==> src/rtl/gelato_warp_fetch_arbiter.sv <==
// Round-robin warp fetch arbiter: picks one eligible warp per cycle for instruction fetch,
// gated by per-warp instruction-buffer credits and a single outstanding fetch per warp.
module gelato_warp_fetch_arbiter #(
    parameter int NUM_WARPS  = 4,
    parameter int PC_W       = 32,
    parameter int IBUF_DEPTH = 2,
    parameter int WID_W      = $clog2(NUM_WARPS),
    parameter int CRD_W      = $clog2(IBUF_DEPTH + 1)
) (
    input  logic                      clk_i,
    input  logic                      rst_ni,
    input  logic                      rdy_i,
    input  logic [NUM_WARPS-1:0]      warp_active_i,
    input  logic [NUM_WARPS*PC_W-1:0] warp_pc_i,
    output logic                      fetch_valid_o,
    input  logic                      fetch_ready_i,
    output logic [WID_W-1:0]          fetch_warp_o,
    output logic [PC_W-1:0]           fetch_pc_o,
    input  logic                      done_valid_i,
    input  logic [WID_W-1:0]          done_warp_i,
    input  logic                      pop_valid_i,
    input  logic [WID_W-1:0]          pop_warp_i,
    output logic                      err_credit_o
);

    localparam logic [CRD_W-1:0] CRD_MAX = CRD_W'(IBUF_DEPTH);

    logic [CRD_W-1:0]     credit_q [NUM_WARPS];
    logic [CRD_W-1:0]     credit_d [NUM_WARPS];
    logic [NUM_WARPS-1:0] inflight_q, inflight_d;
    logic [NUM_WARPS-1:0] eligible, crd_ovf;
    logic [PC_W-1:0]      pc_arr [NUM_WARPS];

    logic [WID_W-1:0]     rr_ptr_q, rr_ptr_d;
    logic                 fetch_valid_q, fetch_valid_d;
    logic [WID_W-1:0]     fetch_warp_q, fetch_warp_d;
    logic [PC_W-1:0]      fetch_pc_q, fetch_pc_d;
    logic                 err_q, err_d;

    logic                 hs, load, done_err;
    logic                 sel_any;
    logic [WID_W-1:0]     sel_warp, scan_idx;

    assign hs = fetch_valid_q & fetch_ready_i & rdy_i;

    // A warp being handshaked this cycle is excluded so it cannot be re-granted
    // before its inflight bit becomes visible.
    for (genvar gi = 0; gi < NUM_WARPS; gi++) begin : g_warp
        logic hs_hit, pop_hit, done_hit;

        assign pc_arr[gi] = warp_pc_i[gi*PC_W +: PC_W];
        assign hs_hit     = hs & (fetch_warp_q == WID_W'(gi));
        assign pop_hit    = pop_valid_i & (pop_warp_i == WID_W'(gi));
        assign done_hit   = done_valid_i & (done_warp_i == WID_W'(gi));

        assign eligible[gi] = warp_active_i[gi] & (credit_q[gi] != '0)
                            & ~inflight_q[gi] & ~hs_hit;

        assign crd_ovf[gi]  = pop_hit & ~hs_hit & (credit_q[gi] == CRD_MAX);
        assign credit_d[gi] = (pop_hit & ~hs_hit & ~crd_ovf[gi]) ? credit_q[gi] + CRD_W'(1) :
                              (hs_hit & ~pop_hit)               ? credit_q[gi] - CRD_W'(1) :
                                                                   credit_q[gi];
        // A done in the same cycle as a new grant belongs to the previous fetch.
        assign inflight_d[gi] = hs_hit | (inflight_q[gi] & ~done_hit);
    end

    assign done_err = done_valid_i & ~inflight_q[done_warp_i];
    assign err_d    = err_q | done_err | (|crd_ovf);

    // Scan from the farthest offset down so the closest eligible warp to rr_ptr wins.
    always_comb begin
        sel_any  = 1'b0;
        sel_warp = '0;
        scan_idx = '0;
        for (int k = NUM_WARPS - 1; k >= 0; k--) begin
            scan_idx = rr_ptr_q + WID_W'(k);
            if (eligible[scan_idx]) begin
                sel_any  = 1'b1;
                sel_warp = scan_idx;
            end
        end
    end

    assign load = ~fetch_valid_q | hs;

    always_comb begin
        fetch_valid_d = fetch_valid_q;
        fetch_warp_d  = fetch_warp_q;
        fetch_pc_d    = fetch_pc_q;
        rr_ptr_d      = rr_ptr_q;
        if (load) begin
            fetch_valid_d = sel_any;
            fetch_warp_d  = sel_warp;
            fetch_pc_d    = pc_arr[sel_warp];
            if (sel_any) begin
                rr_ptr_d = sel_warp + WID_W'(1);
            end
        end
    end

    always_ff @(posedge clk_i) begin
        if (!rst_ni) begin
            for (int i = 0; i < NUM_WARPS; i++) begin
                credit_q[i] <= CRD_MAX;
            end
            inflight_q    <= '0;
            rr_ptr_q      <= '0;
            fetch_valid_q <= 1'b0;
            fetch_warp_q  <= '0;
            fetch_pc_q    <= '0;
            err_q         <= 1'b0;
        end else if (rdy_i) begin
            for (int i = 0; i < NUM_WARPS; i++) begin
                credit_q[i] <= credit_d[i];
            end
            inflight_q    <= inflight_d;
            rr_ptr_q      <= rr_ptr_d;
            fetch_valid_q <= fetch_valid_d;
            fetch_warp_q  <= fetch_warp_d;
            fetch_pc_q    <= fetch_pc_d;
            err_q         <= err_d;
        end
    end

    assign fetch_valid_o = fetch_valid_q;
    assign fetch_warp_o  = fetch_warp_q;
    assign fetch_pc_o    = fetch_pc_q;
    assign err_credit_o  = err_q;

endmodule

==> config.mk <==
export PLATFORM = sky130hd
export DESIGN_NAME = gelato_warp_fetch_arbiter
export DESIGN_NICKNAME = d
export VERILOG_FILES = /design/src/rtl/gelato_warp_fetch_arbiter.sv
export SDC_FILE = /design/constraint.sdc
export NUM_CORES = 1
export LEC_CHECK = 0
export ABC_AREA = 1
export CAP_MARGIN = 0
export CELL_PAD_IN_SITES_DETAIL_PLACEMENT = 0
export CELL_PAD_IN_SITES_GLOBAL_PLACEMENT = 1
export CORE_MARGIN = 2
export CORE_UTILIZATION = 23
export DETAILED_ROUTE_END_ITERATION = 7
export PLACE_DENSITY = 0.82
export SYNTH_ARGS = -nofsm -noshare
export SYNTH_HDL_FRONTEND = slang
export SYNTH_SLANG_ARGS = --single-unit
==> constraint.sdc <==
create_clock -name clk_i -period 1.77 [get_ports clk_i]
set_input_delay 0.2655 -clock clk_i [delete_from_list [all_inputs] [get_ports clk_i]]
set_output_delay 0.2655 -clock clk_i [all_outputs]
set_load 0.005 [all_outputs]
==> results of run 1 <==
==> path summary, 6_finish.rpt <==
check | start | slack (ns) | end | cells past startpoint
worst max-delay path | rr_ptr_q[0] | -0.26 | rr_ptr_q[1] | 13
worst min-delay path | inflight_q[1] | 0.47 | inflight_q[1] | 2
worst max register to register | rr_ptr_q[0] | -0.26 | rr_ptr_q[1] | 13
worst min register to register | inflight_q[1] | 0.47 | inflight_q[1] | 2
==> logic make-up after synthesis <==
kind of cell | Yosys count
AOI/OAI and AO/OA | 56
xor gates and xnor gates | 1
buffers and inverters | 88
DFF | 50
and+or+nand+nor | 402
==> through the flow <==
step	instance area, um^2	worst slack (ns)	util	TNS [ns]
after floorplan	3526	-0.04579	-	-1.214
final	7037	-0.2585	0.4805	-6.897
after global routing	7037	-0.3671	0.4805	-11.41
after global placement	5798	-0.7100	0.3959	-24.72
after detailed placement	5798	-0.7277	0.3959	-25.57
after CTS	6600	-0.2347	0.4507	-6.545
==> flip-flops by register name, indices dropped and copies added, names as in the netlist <==
| name | flops |
|---|---|
| fetch_valid_o | 1 |
| fetch_warp_o | 2 |
| credit_q | 8 |
| err_credit_o | 1 |
| inflight_q | 4 |
| rr_ptr_q | 2 |
| fetch_pc_o | 32 |
==> cell type report <==
cell class              instances  area share
repair buffers                257      0.3784
multi-input cells             459      0.3757
flip-flops and latches         50      0.1556
inverters                      59     0.03414
well taps                     184     0.03272
clock buffers                   5     0.01778
clock inverters                 3    0.005690
==> worst register-to-register path: stages (launching register included) <==
cell      delay, ns
dfxtp_4        0.43
xor2_2         0.24
inv_1          0.14
nand2_2        0.10
nand2_2        0.06
clkinv_2       0.06
nand2_4        0.07
nand2_4        0.08
nand2_4        0.07
nand2_8        0.12
clkinv_8       0.11
buf_12         0.16
nor2_1         0.18
a21oi_1        0.10
==> report_power, final <==
group / switching, mW / internal (mW) / leakage [nW] / total, mW
clock: 0.475 / 0.664 / 0.0836 / 1.14
combinational: 2.06 / 2.03 / 2.58 / 4.09
sequential: 0.131 / 1.34 / 0.425 / 1.48
==> metal layers <==
| metal | share of wire | up-vias |
|---|---|---|
| met5 | 0 | - |
| met4 | 0.016 | 0 |
| met3 | 0.062 | 21 |
| met2 | 0.50 | 138 |
| met1 | 0.42 | 2058 |
| li1 | - | 2342 |
==> layout by cell type, fill, tap and decap left out, drive strengths merged <==
cell           netlist  routed
clkinv               5       6
clkbuf               8       7
dfxtp               42      42
o31ai                2       2
o22ai                1       1
a211oi               1       1
nand3               70      70
nor2               110     110
dlygate4sd2          0       6
buf                 21      78
a31oi                4       4
nor3                 6       6
edfxtp               8       8
o211ai               1       1
inv                 54      55
nor4                 2       2
o21ai               14      14
bufinv               0       1
clkdlybuf4s50        0     171
a21oi               33      33
nand2              210     210
or2                  4       4
xor2                 1       1
==> timing repair <==
action,4_1_cts,5_1_grt
setup buffers,17,5
gates resized for setup,126,100
pin swaps,46,57
cloned,6,2
setup endpoints to repair,36,37
==> reports/metrics.yaml, run 1 <==
run_status:
  outcome: "finished, violations left"
  violations: "negative setup slack"
cts:
  cts.sinks: 50
  clockBufferDepth: 2
  cts-root-buf: "clkbuf_16"
  htree_levels: 2
  cts_made_buffers: 5
  cts_tree: "built"
  clk_pin_slew_ns: 0.07
  cts_hold_buf: 0
  clk_latency_ns: 0.31
flow_run:
  maxCapViolCount: 0
global_route:
  use_met2: 0.3056
  grt-ovfl-total: 0
  grt.busiest_layer: "met2"
  grt_pass1_wl_mm: 22.51
  grt_max_degree: 33
  grt_use_met3: 0.04133
  use_met1: 0.2186
  grt.total_usage: 0.1767
  grt_antenna_before_repair: 0
  grt_pass1_vias: 4454
sta:
  maxSlewHeadroom: 0.7572
  period_share: 1.146
  worst_slack_ns: -0.2585
  rsz0062_at_grt: "true"
  tightest_slew_ns: 0.3633
  setup_viol: 36
  fin_crit_ns: 2.028
  fmax_mhz: 493.0
  drv_slew: 0
  fin_worst_skew_ns: 0.006469
  hold_violations: 0
  holdWs_ns: 0.4729
worst_setup_path:
  path_class: "reg -> reg"
  crit_top_cell: "nand2_4"
  path_max_fanout: 8
  cp-start-kind: "flip-flop"
  cpMaxStageDelayCell: "dfxtp_4"
  crit_buf_inv: 4
  slowest_delay_ns: 0.43
  cp-end-kind: "flip-flop"
  path_delay_family: "simple AND/OR/NAND/NOR gates"
  crit_required_ns: 1.96
  cp.arrival_ns: 2.22
  crit_chain: "xor2_2 > inv_1 > nand2_2 > nand2_2 > clkinv_2 > nand2_4 > nand2_4 > nand2_4 > nand2_8 > clkinv_8 > buf_12 > nor2_1 > a21oi_1"
die:
  fp-row-count: 44
  die_x_um: 126.7
  die_area_um2: 16060
  initial_utilization: 0.2365
  core_area_um2: 14640
  die_h_um: 126.7
  ios: 178
logic_synthesis:
  synth_cell_types: 27
  synth_compound_area_frac: 0.08562
  synth_area_per_cell_um2: 5.801
  yosysTopAreaCellShare: 0.2428
  muxShareOfSynthArea: 0
  synth_top_family_by_area: "simple AND/OR/NAND/NOR gates"
  yosysTopAreaCell: "dfxtp_1"
  synth_edf_count: 8
  synth-simple-area-share: 0.4801
  yosys.area_share.adder: 0
  synth_xor_area_frac: 0.002529
  synth.area.top_cells: "dfxtp_1, nand2_1, nor2_1"
  synth-warning-count: 0
  seq_area_frac_synth: 0.3121
  yosysMostFrequentCell: "nand2_1"
  asyncSetResetFlopFracSynth: 0
  synth_common_cells: "nand2_1, nor2_1, nand3_1"
  syn_area_um2: 3463
  syn_inst: 597
  syn-num-nets: 739
  synthFlopType: "dfxtp_1"
  ys_ff_latch: 50
place:
  dp.cells: 983
  port_buffers: 177
  hpwl_mm: 10.03
  globalplace.congestion: 0.7936
finish:
  multiInputGateArea_um2: 2644
  layout.nets: 974
  fill_cells: 1495
  synthToLayoutAreaGrowth_pct: 103.2
  layout-drive-gt1-share: 0.3157
  diodes: 0
  fin_cells: 1017
  seqCellArea_um2: 1095
route:
  routedWlPerCell_um: 14.55
  drcViolationCount: 0
  routed_via_density: 4.483
  ant_nets: 0
  num_vias: 4559
  firstDrtPassIters: 4
  drtIter0Drc: 167
  wirelength_mm: 14.80
power:
  total_power_mw: 6.706
  powerDensity_nw_per_um2: 953.1
  vdd_ir_drop_max_mv: 0.4278
  p_leak_nw: 3.089
worst_hold_path:
  worstHoldPathType: "reg -> reg"
No activity file was read; power rests on OpenSTA's default activity.
==> run 2: changes to the inputs <==
--- a/config.mk
+++ b/config.mk
@@ -12,6 +12,7 @@
 export CORE_MARGIN = 2
 export CORE_UTILIZATION = 23
 export DETAILED_ROUTE_END_ITERATION = 7
+export GPL_ROUTABILITY_DRIVEN = 0
 export PLACE_DENSITY = 0.82
 export SYNTH_ARGS = -nofsm -noshare
 export SYNTH_HDL_FRONTEND = slang
==> results of run 2 <==
Final layout, timing and power as in run 1 (identical DEF).
